## config.mk

```make
export PLATFORM = sky130hd
export DESIGN_NAME = qea_host_seq
export DESIGN_NICKNAME = d
export VERILOG_FILES = /design/src/rtl/qea_host_seq.sv
export SDC_FILE = /design/constraint.sdc
export NUM_CORES = 1
export LEC_CHECK = 0
export BUFFER_PORTS_ARGS = -buffer_cell sky130_fd_sc_hd__buf_2
export CORE_AREA = 2 2 390 392
export DETAILED_ROUTE_END_ITERATION = 10
export DIE_AREA = 0 0 392 394
export PLACE_DENSITY = 0.3
export SLEW_MARGIN = 20
export SYNTH_ARGS = -nofsm -noshare
export SYNTH_HDL_FRONTEND = slang
export SYNTH_SLANG_ARGS = --single-unit
```

## constraint.sdc

```tcl
create_clock -name clk -period 3.71 [get_ports clk]
set_input_delay 0.1855 -clock clk [delete_from_list [all_inputs] [get_ports clk]]
set_output_delay 0.1855 -clock clk [all_outputs]
set_load 0.01 [all_outputs]
```

## src/rtl/qea_host_seq.sv

```systemverilog
// qea_host_seq: host-side job sequencer for the QEA core.
//
// One job: accept i_go, stream the gate context into the QEA context memory,
// initialise the state vector to |0...0>, pulse o_qea_start, count cycles until
// i_qea_complete, then read every state line back over a valid/ready stream.
//
// Ports
//   clk, rst_n            clock (rising edge), asynchronous active-low reset
//   i_go, i_qbit_num,     job request and its qubit count / context word count
//   i_ins_num
//   i_ctx_valid/_data,    context input stream (ready only while loading context)
//   o_ctx_ready
//   o_ctx_en/_wea/_addr/  QEA context memory write port
//   _data
//   o_state_ena/_wea/     QEA state memory port (writes during init, reads
//   _addra/_dina          during readback)
//   o_qea_start,          QEA run control
//   i_qea_complete
//   i_qea_state_dout      QEA state memory read data (one-cycle read latency)
//   o_rd_valid/_data,     readback stream of state lines
//   i_rd_ready
//   o_busy, o_done,       job status, error pulse, run-cycle count
//   o_err, o_cycles
//
// Optional feature: define QEA_HOST_SEQ_TIMEOUT_EN to abort a run that has not
// completed after TIMEOUT_CYCLES cycles (o_err pulse, no readback).
module qea_host_seq #(
  parameter int PE_NUM_WIDTH            = 2,
  parameter int PE_NUM                  = 4,
  parameter int DATA_WIDTH              = 32,
  parameter int MAX_QBIT_WIDTH          = 6,
  parameter int STATE_ADDR_WIDTH        = 16,
  parameter int GATE_CONTEXT_ADDR_WIDTH = 16,
  parameter int NUM_FRAC_BIT            = 30,
  parameter int CYCLE_CNT_WIDTH         = 32,
  parameter int TIMEOUT_CYCLES          = 1000000
) (
  input  logic                                 clk,
  input  logic                                 rst_n,
  input  logic                                 i_go,
  input  logic [MAX_QBIT_WIDTH-1:0]            i_qbit_num,
  input  logic [GATE_CONTEXT_ADDR_WIDTH:0]     i_ins_num,
  input  logic                                 i_ctx_valid,
  input  logic [2*DATA_WIDTH-1:0]              i_ctx_data,
  output logic                                 o_ctx_ready,
  output logic                                 o_ctx_en,
  output logic                                 o_ctx_wea,
  output logic [GATE_CONTEXT_ADDR_WIDTH-1:0]   o_ctx_addr,
  output logic [2*DATA_WIDTH-1:0]              o_ctx_data,
  output logic                                 o_state_ena,
  output logic                                 o_state_wea,
  output logic [STATE_ADDR_WIDTH-1:0]          o_state_addra,
  output logic [PE_NUM*2*DATA_WIDTH-1:0]       o_state_dina,
  output logic                                 o_qea_start,
  input  logic                                 i_qea_complete,
  input  logic [PE_NUM*2*DATA_WIDTH-1:0]       i_qea_state_dout,
  output logic                                 o_rd_valid,
  output logic [PE_NUM*2*DATA_WIDTH-1:0]       o_rd_data,
  input  logic                                 i_rd_ready,
  output logic                                 o_busy,
  output logic                                 o_done,
  output logic                                 o_err,
  output logic [CYCLE_CNT_WIDTH-1:0]           o_cycles
);

  localparam int LINE_W = PE_NUM * 2 * DATA_WIDTH;
  localparam logic [MAX_QBIT_WIDTH-1:0] PEW_Q = MAX_QBIT_WIDTH'(PE_NUM_WIDTH);
  localparam logic [MAX_QBIT_WIDTH-1:0] SAW_Q = MAX_QBIT_WIDTH'(STATE_ADDR_WIDTH);
  localparam logic [DATA_WIDTH-1:0] ONE_FX = DATA_WIDTH'(1) << NUM_FRAC_BIT;
  // Amplitude 1.0 in the real field of lane 0 (most significant lane).
  localparam logic [LINE_W-1:0] LINE0 = {ONE_FX, {(LINE_W-DATA_WIDTH){1'b0}}};
  localparam logic [GATE_CONTEXT_ADDR_WIDTH:0] CNT_ONE  = {{GATE_CONTEXT_ADDR_WIDTH{1'b0}}, 1'b1};
  localparam logic [STATE_ADDR_WIDTH-1:0]      ADDR_ONE = {{(STATE_ADDR_WIDTH-1){1'b0}}, 1'b1};
  localparam logic [CYCLE_CNT_WIDTH-1:0]       CYC_ONE  = {{(CYCLE_CNT_WIDTH-1){1'b0}}, 1'b1};
`ifdef QEA_HOST_SEQ_TIMEOUT_EN
  localparam logic [CYCLE_CNT_WIDTH-1:0] TIMEOUT_Q = CYCLE_CNT_WIDTH'(TIMEOUT_CYCLES);
`endif

  typedef enum logic [2:0] {
    S_IDLE, S_CTX, S_INIT, S_START, S_RUN, S_RD_REQ, S_RD_HOLD, S_DONE
  } state_t;

  // Index of the last state line: 2^(qbit - PE_NUM_WIDTH) - 1.
  function automatic logic [STATE_ADDR_WIDTH-1:0] last_line(input logic [MAX_QBIT_WIDTH-1:0] qbit);
    logic [STATE_ADDR_WIDTH:0] lines;
    lines = {{STATE_ADDR_WIDTH{1'b0}}, 1'b1} << (qbit - PEW_Q);
    lines = lines - {{STATE_ADDR_WIDTH{1'b0}}, 1'b1};
    return lines[STATE_ADDR_WIDTH-1:0];
  endfunction

  state_t                             state_q;
  logic [GATE_CONTEXT_ADDR_WIDTH:0]   ins_q, ctx_cnt_q;
  logic [STATE_ADDR_WIDTH-1:0]        last_q, idx_q;
  logic                               ctx_ready_q, ctx_en_q, ctx_wea_q;
  logic [GATE_CONTEXT_ADDR_WIDTH-1:0] ctx_addr_q;
  logic [2*DATA_WIDTH-1:0]            ctx_data_q;
  logic                               st_ena_q, st_wea_q;
  logic [STATE_ADDR_WIDTH-1:0]        st_addra_q;
  logic [LINE_W-1:0]                  st_dina_q;
  logic                               start_q, rd_valid_q, done_q, err_q;
  logic [LINE_W-1:0]                  rd_data_q;
  logic [CYCLE_CNT_WIDTH-1:0]         cycles_q, cycles_d;
  logic                               qbit_ok;

  assign qbit_ok  = (i_qbit_num >= PEW_Q) && ((i_qbit_num - PEW_Q) <= SAW_Q);
  assign cycles_d = (&cycles_q) ? cycles_q : cycles_q + CYC_ONE;

  // Outputs are registered and timed to coincide with the state that owns
  // them; context writes trail acceptance by one cycle, so CTX holds one extra
  // cycle after the last beat to let that write retire inside the phase.
  always_ff @(posedge clk or negedge rst_n) begin
    if (!rst_n) begin
      state_q     <= S_IDLE;
      ins_q       <= '0;
      ctx_cnt_q   <= '0;
      last_q      <= '0;
      idx_q       <= '0;
      ctx_ready_q <= 1'b0;
      ctx_en_q    <= 1'b0;
      ctx_wea_q   <= 1'b0;
      ctx_addr_q  <= '0;
      ctx_data_q  <= '0;
      st_ena_q    <= 1'b0;
      st_wea_q    <= 1'b0;
      st_addra_q  <= '0;
      st_dina_q   <= '0;
      start_q     <= 1'b0;
      rd_valid_q  <= 1'b0;
      rd_data_q   <= '0;
      done_q      <= 1'b0;
      err_q       <= 1'b0;
      cycles_q    <= '0;
    end else begin
      err_q   <= 1'b0;
      done_q  <= 1'b0;
      start_q <= 1'b0;
      case (state_q)
        S_IDLE: begin
          if (i_go) begin
            if (qbit_ok) begin
              ins_q     <= i_ins_num;
              last_q    <= last_line(i_qbit_num);
              ctx_cnt_q <= '0;
              if (i_ins_num == '0) begin
                idx_q      <= '0;
                st_ena_q   <= 1'b1;
                st_wea_q   <= 1'b1;
                st_addra_q <= '0;
                st_dina_q  <= LINE0;
                state_q    <= S_INIT;
              end else begin
                ctx_ready_q <= 1'b1;
                state_q     <= S_CTX;
              end
            end else begin
              err_q <= 1'b1;
            end
          end
        end
        S_CTX: begin
          if (ctx_ready_q && i_ctx_valid) begin
            ctx_en_q   <= 1'b1;
            ctx_wea_q  <= 1'b1;
            ctx_addr_q <= ctx_cnt_q[GATE_CONTEXT_ADDR_WIDTH-1:0];
            ctx_data_q <= i_ctx_data;
            ctx_cnt_q  <= ctx_cnt_q + CNT_ONE;
            if (ctx_cnt_q + CNT_ONE == ins_q) ctx_ready_q <= 1'b0;
          end else begin
            ctx_en_q  <= 1'b0;
            ctx_wea_q <= 1'b0;
            if (!ctx_ready_q) begin
              idx_q      <= '0;
              st_ena_q   <= 1'b1;
              st_wea_q   <= 1'b1;
              st_addra_q <= '0;
              st_dina_q  <= LINE0;
              state_q    <= S_INIT;
            end
          end
        end
        S_INIT: begin
          if (idx_q == last_q) begin
            st_ena_q  <= 1'b0;
            st_wea_q  <= 1'b0;
            st_dina_q <= '0;
            start_q   <= 1'b1;
            cycles_q  <= '0;
            state_q   <= S_START;
          end else begin
            idx_q      <= idx_q + ADDR_ONE;
            st_addra_q <= idx_q + ADDR_ONE;
            st_dina_q  <= '0;
          end
        end
        S_START: begin
          cycles_q <= cycles_d;
          state_q  <= S_RUN;
        end
        S_RUN: begin
          if (i_qea_complete) begin
            idx_q      <= '0;
            st_ena_q   <= 1'b1;
            st_wea_q   <= 1'b0;
            st_addra_q <= '0;
            state_q    <= S_RD_REQ;
          end
`ifdef QEA_HOST_SEQ_TIMEOUT_EN
          else if (cycles_q == TIMEOUT_Q) begin
            err_q   <= 1'b1;
            state_q <= S_IDLE;
          end
`endif
          else begin
            cycles_q <= cycles_d;
          end
        end
        S_RD_REQ: begin
          st_ena_q <= 1'b0;
          state_q  <= S_RD_HOLD;
        end
        S_RD_HOLD: begin
          // First cycle here: read data is on i_qea_state_dout; capture it.
          if (!rd_valid_q) begin
            rd_data_q  <= i_qea_state_dout;
            rd_valid_q <= 1'b1;
          end else if (i_rd_ready) begin
            rd_valid_q <= 1'b0;
            if (idx_q == last_q) begin
              done_q  <= 1'b1;
              state_q <= S_DONE;
            end else begin
              idx_q      <= idx_q + ADDR_ONE;
              st_ena_q   <= 1'b1;
              st_addra_q <= idx_q + ADDR_ONE;
              state_q    <= S_RD_REQ;
            end
          end
        end
        S_DONE:  state_q <= S_IDLE;
        default: state_q <= S_IDLE;
      endcase
    end
  end

  assign o_ctx_ready   = ctx_ready_q;
  assign o_ctx_en      = ctx_en_q;
  assign o_ctx_wea     = ctx_wea_q;
  assign o_ctx_addr    = ctx_addr_q;
  assign o_ctx_data    = ctx_data_q;
  assign o_state_ena   = st_ena_q;
  assign o_state_wea   = st_wea_q;
  assign o_state_addra = st_addra_q;
  assign o_state_dina  = st_dina_q;
  assign o_qea_start   = start_q;
  assign o_rd_valid    = rd_valid_q;
  assign o_rd_data     = rd_data_q;
  assign o_busy        = (state_q != S_IDLE);
  assign o_done        = done_q;
  assign o_err         = err_q;
  assign o_cycles      = cycles_q;

endmodule

```

---- Yosys cells after proc, flatten, opt, wreduce, memory -nomap -nowiden ----
Index checks and enable logic that the tools add are counted.
storage, ports and cells
  output and inout bits ................... 650
  word-level logic and storage cells ...... 143
  input bits .............................. 349
  register bits ........................... 717
operators by class
  add/sub/neg operators ................... 5
  multiplexer cells ....................... 69
  equal/unequal tests ..................... 23
  shift-type cells ........................ 1
  bitwise gates (word level) .............. 1
  $lt $le $gt $ge ......................... 2
  reduce and logical (&&, ||, !) cells .... 23
operator list
  kind                                                                   count
  256-bit two-way mux                                                    5
  256-bit one-hot mux with 3 select lines                                1
  16-bit two-way mux                                                     12
  16-bit one-hot mux with 5 select lines                                 2
  32-bit two-way mux                                                     3
  32-bit one-hot mux with 3 select lines                                 1
  17-bit two-way mux                                                     3
  17-bit one-hot mux with 2 select lines                                 1
  32-bit by 1-bit adder with 32-bit output (second input constant)       1
  32-bit AND reduction                                                   1
  2-bit != test (second input constant)                                  14
  1-bit two-way mux                                                      27
  3-bit two-way mux                                                      8
  3-bit one-hot mux with 8 select lines                                  1
  17-bit by 1-bit adder with 17-bit output (second input constant)       1
  17-bit equality test                                                   1
  17-bit zero test                                                       1
  16-bit by 1-bit adder with 16-bit output (second input constant)       1
  16-bit equality test                                                   1
  8-bit AND reduction                                                    2
  1-bit by 6-bit left shift with 16-bit output (first input constant)    1
  16-bit by 1-bit subtractor with 16-bit output (second input constant)  1
  3-bit equality test (second input constant)                            4
  6-bit AND reduction                                                    2
  other kinds (22)                                                       29

---- Logic depth before layout (Yosys ltp) ----
  depth after elaboration ................. 6
  gate-level depth with buffers ........... 14
  depth with buffers taken out ............ 12

---- Least setup slack after synthesis ----
OpenSTA, ideal clock, no wires.
  path type ............................... in2reg
  start ................................... input port i_qbit_num[1]
  end ..................................... register last_q[4]
  stages on the path ...................... 14
  data required time ...................... 3.633 ns
  arrival ................................. 2.797 ns
  buffers on the path ..................... 2
  path slack .............................. 0.836 ns
  setup time .............................. 0.077 ns
  path through ............................ clkbuf_1 > inv_1 > ha_1 > nor2_1 > a32oi_1 > nor2_1 > and2_1 > nand3_1 > ha_1 > buf_1 > or4_1 > a21oi_1 > a21oi_1 > a21oi_1
between the ends
  word-level cells in the longest chain between the ends .. 4
  elaborated cells between the ends (all ways) .. 7
  classes of those cells .................. 2 x add/sub; 2 x order compare; 1 x shift; 2 x reduce/logical
ends and longest elaborated chain
  item                                                                                                   line  text
  from (decl)                                                                                            41    input logic [MAX_QBIT_WIDTH-1:0] i_qbit_num,
  parallel branches: the longest is 4 deep, another holds 16-bit by 1-bit subtractor with 16-bit output  --
  to (signal assigned)                                                                                   142   last_q <= last_line(i_qbit_num);
  to (decl)                                                                                              93    logic [STATE_ADDR_WIDTH-1:0] last_q, idx_q;
Several ways; the timed one is not identified.
A chain may end at the register's enable or synchronous reset.

---- Worst setup path in the final report ----
  start ................................... input port i_ins_num[1]
  end ..................................... register st_addra_q[13] (netlist: o_state_addra[13])
between the ends
  word-level cells in the longest chain between the ends .. 3
ends and longest elaborated chain
  item                                  line  text
  from (decl)                           42    input logic [GATE_CONTEXT_ADDR_WIDTH:0] i_ins_num,
  17-bit zero test                      144   if (i_ins_num == '0) begin
  2-bit != test (no source line)        --
  9-bit AND reduction (no source line)  --
  to (signal assigned)                  191   st_addra_q <= idx_q + ADDR_ONE;
  to (signal assigned)                  234   st_addra_q <= idx_q + ADDR_ONE;
  to (decl)                             98    logic [STATE_ADDR_WIDTH-1:0] st_addra_q;
No other way between the ends.

==> impl_results.md <==
- Synth Area in Adders: 0.361%
- Clock root cell: clkbuf_16
- Number of global-route vias before repair: 17853
- Status: finished clean
- Detail Route Antenna Nets: 0
- Synth Area in Simple Gates: 12.4%
- WHS: 83.0 ps
- Share of flip-flops with an asynchronous set or reset: 100%
- Share of cells above drive strength 1: 38.2%
- Die width: 392 um
- Total setup buffers inserted after CTS: 0
- Max Buffers Root-to-Sink: 3
- P&R area growth vs syn: 52.5%
- Setup crit end kind: flip-flop
- Max Cap Viol: 0
- Die area: 154000 sq um
- Gpl congestion: 0.770
- Final hold vios: 0
- Least-Margin Pin Slew: 850 ps
- Synthesized area per cell: 11.0 sq um
- Worst-Skew Late Latency: 660 ps
- Post-route setup TNS: 0 ps
- Worst-path maximum fanout: 17
- Reg clk slew, reported paths: 50 ps
- IO Port Bufs: 743
- Sequential element share of the synthesized area: 53.7%
- Nets: 3348
- Crit share post-route: 77.3%
- Die Height: 394 um
- Top Ports: 999
- GRT met3 Usage: 3.51%
- Skew final: 51.5 ps
- Area of placed instances: 26100 sq um
- Compound-Gate Fraction of Synth Area: 5.83%
- VDD IR max: 0.331 mV
- Mapped Area: 20800 sq um
- WL/cell: 17.0 um
- Grt met1 use: 13.7%
- Global-route wire length before repair: 125000 um
- Power Density: 692 nW/um^2
- Largest net degree at the start of global routing: 87
- Hold Crit Class: in -> reg
- GRT Util Overall: 10.9%
- TritonCTS clock tree: done
- Hpwl dp: 65700 um
- Initial DRC count: 740
- Total CTS buffers: 66
- Largest family of logic cells by synthesized area: multiplexers
- Mux share of post-synthesis cell area: 14.3%
- Synth Instances: 1897
- Critical Path Source Type: input pin
- # resized after CTS: 0
- EDFF count, synth: 0
- Filler cells: 16710
- Number of vias per cell: 3.41
- Leak: 15.4 nW
- Max Slew Vio Count: 0
- Vias: 17325
- Grt peak-use layer: met2
- # DRC: 0
- Critical path required time: 4200 ps
- RSZ-0062 raised after global routing: no
- Tmin final: 2870 ps
- Most common flop cell mapped by yosys: dfrtp_1
- Synth warn: 0
- Initial antenna violation count: 19
- Synth unique cells: 65
- Synth Register Bits: 446
- CP arrival: 3360 ps
- Clock Sinks: 446
- Met2 Track Usage GR: 17.7%
- Initial Utilization: 13.8%
- Setup-failing EPs final: 0
- Xor/xnor share of the synthesized area: 1.94%
- Rows: 143
- Core area: 151000 sq um
- Total wire length: 86100 um
- Drt pass-1 iters: 4
- Grt ovf: 0
- Max Freq: 0.349 GHz
- Post-Layout Inst Area: 31700 sq um
- Crit Path Category: in -> reg
- Slew HR: 43.3%
- CTS H-tree lvls: 3
sequential cells by signal (all words and copies together) (netlist names), 3 cells and up:
register and count:
o_ctx_addr 16, ins_q 17, o_ctx_data 64, o_cycles 32, state_q 3, ctx_cnt_q 17
o_state_addra 16, last_q 16, o_rd_data 256
routing by layer:
metal | vias to the layer above | share of wire, %
li1 | 8140 | -
met1 | 8431 | 43
met2 | 613 | 47
met3 | 125 | 7.3
met4 | 16 | 2.5
met5 | - | 0.11
cell type report:
| class | count | area (sq um) | share of cell area [%] |
|---|---|---|---|
| well taps | 2030 | 2540 | 8.01 |
| clock inverters | 23 | 319 | 1.01 |
| flip-flops and latches | 446 | 11200 | 35.2 |
| multi-input cells | 1347 | 8230 | 26.0 |
| clock buffers | 94 | 1870 | 5.88 |
| diodes | 3 | 7.51 | 0.0237 |
| repair buffers | 1118 | 7540 | 23.8 |
| inverters | 14 | 52.6 | 0.166 |
cell families (layout without fill, tap and decap cells):
| family | count (synthesis) | after routing |
|---|---|---|
| AO/OA/AOI/OAI | 198 | 198 |
| XOR/XNOR | 46 | 46 |
| adder cells (fa/ha/maj) | 6 | 6 |
| buffers and inverters | 358 | 1249 |
| flip-flops | 446 | 446 |
| multiplexers | 264 | 264 |
| other | 1 | 258 |
| AND/OR/NAND/NOR | 578 | 578 |
where the power goes:
part	internal (mW)	total (mW)	switching [mW]
Clock	3.83	6.46	2.63
Combinational	3.35	7.53	4.19
Sequential	6.79	7.98	1.19
Total	14.0	22.0	8.00
worst max-delay path: stages:
cell           delay, ps
dlygate4sd3_1        530
buf_2                130
nor4_1               360
nand4_1              180
or4_1                570
o31ai_1              520
nand2_1              480
o21ai_0              280
o21ai_0              110
Yosys cell counts, drive strengths merged, types with 3 or more instances:
| library cell | instances | share of area [%] |
|---|---|---|
| a21oi | 27 | 0.65 |
| a31oi | 14 | 0.42 |
| and2 | 7 | 0.21 |
| and3 | 20 | 0.60 |
| buf | 301 | 10 |
| clkbuf | 43 | 0.79 |
| dfrtp | 446 | 54 |
| ha | 6 | 0.36 |
| inv | 14 | 0.25 |
| mux2 | 261 | 14 |
| mux2i | 3 | 0.14 |
| nand2 | 351 | 6.4 |
| nand2b | 11 | 0.33 |
| nand3 | 37 | 0.91 |
| nand4 | 16 | 0.61 |
| nor2 | 74 | 1.3 |
| nor2b | 9 | 0.27 |
| nor3 | 11 | 0.34 |
| nor4 | 16 | 0.51 |
| o21ai | 91 | 2.2 |
| o22ai | 7 | 0.21 |
| o31a | 3 | 0.13 |
| o31ai | 29 | 1.0 |
| o41ai | 6 | 0.25 |
| or2 | 4 | 0.12 |
| or3 | 8 | 0.24 |
| or4 | 9 | 0.34 |
| xnor2 | 15 | 0.63 |
| xor2 | 31 | 1.3 |
final timing paths:
check	from	endpoint	slack, ps	depth (start not counted)
worst max-delay path	i_ins_num[1]	o_state_addra[13]$_DFFE_PN0P_	840	9
worst min-delay path	i_qbit_num[5]	last_q[13]$_DFFE_PN0P_	80	4
worst max register to register	o_state_addra[7]$_DFFE_PN0P_	o_cycles[21]$_DFFE_PN0P_	860	7
worst min register to register	o_ctx_addr[0]$_DFFE_PN0P_	o_ctx_addr[0]$_DFFE_PN0P_	470	2
max in group asynchronous	rst_n	o_rd_data[228]$_DFFE_PN0P_	2670	3
min in group asynchronous	rst_n	o_ctx_data[28]$_DFFE_PN0P_	150	2
cell usage in the layout, fill, tap and decap left out, types with 14 or more instances in the layout:
cell and n:
nor2_1 72, clkbuf_16 66, clkbuf_1 17, buf_2 742, a21oi_1 27, nand3_1 36, nor4_1 15, buf_4 23
dlygate4sd3_1 340, dfrtp_1 446, conb_1 255, mux2_2 258, a31oi_1 14, nand2_1 350, xnor2_1 15, o31ai_1 29
xor2_1 31, and3_1 20, o21ai_0 91
stage by stage:
| step | power [mW] | setup WS [ps] | util, % | cells |
|---|---|---|---|---|
| 6_report | 22.0 | 844 | 21.1 | 5075 |
| 5_1_grt | 23.4 | 558 | 21.1 | 5073 |
| 4_1_cts | 22.5 | 814 | 21.1 | 5072 |
| 3_5_place_dp | 15.5 | 686 | 17.3 | 4615 |
| 3_3_place_gp | 15.5 | 713 | 17.3 | 4615 |
| 2_1_floorplan | 11.9 | 836 | - | 2151 |
what timing repair did:
| action | in CTS | in global routing |
|---|---|---|
| hold endpoints to repair | 399 | 0 |
| endpoints found under the setup margin | 0 | 0 |
| hold buffers | 340 | 0 |
(Power assumes the default switching activity.)
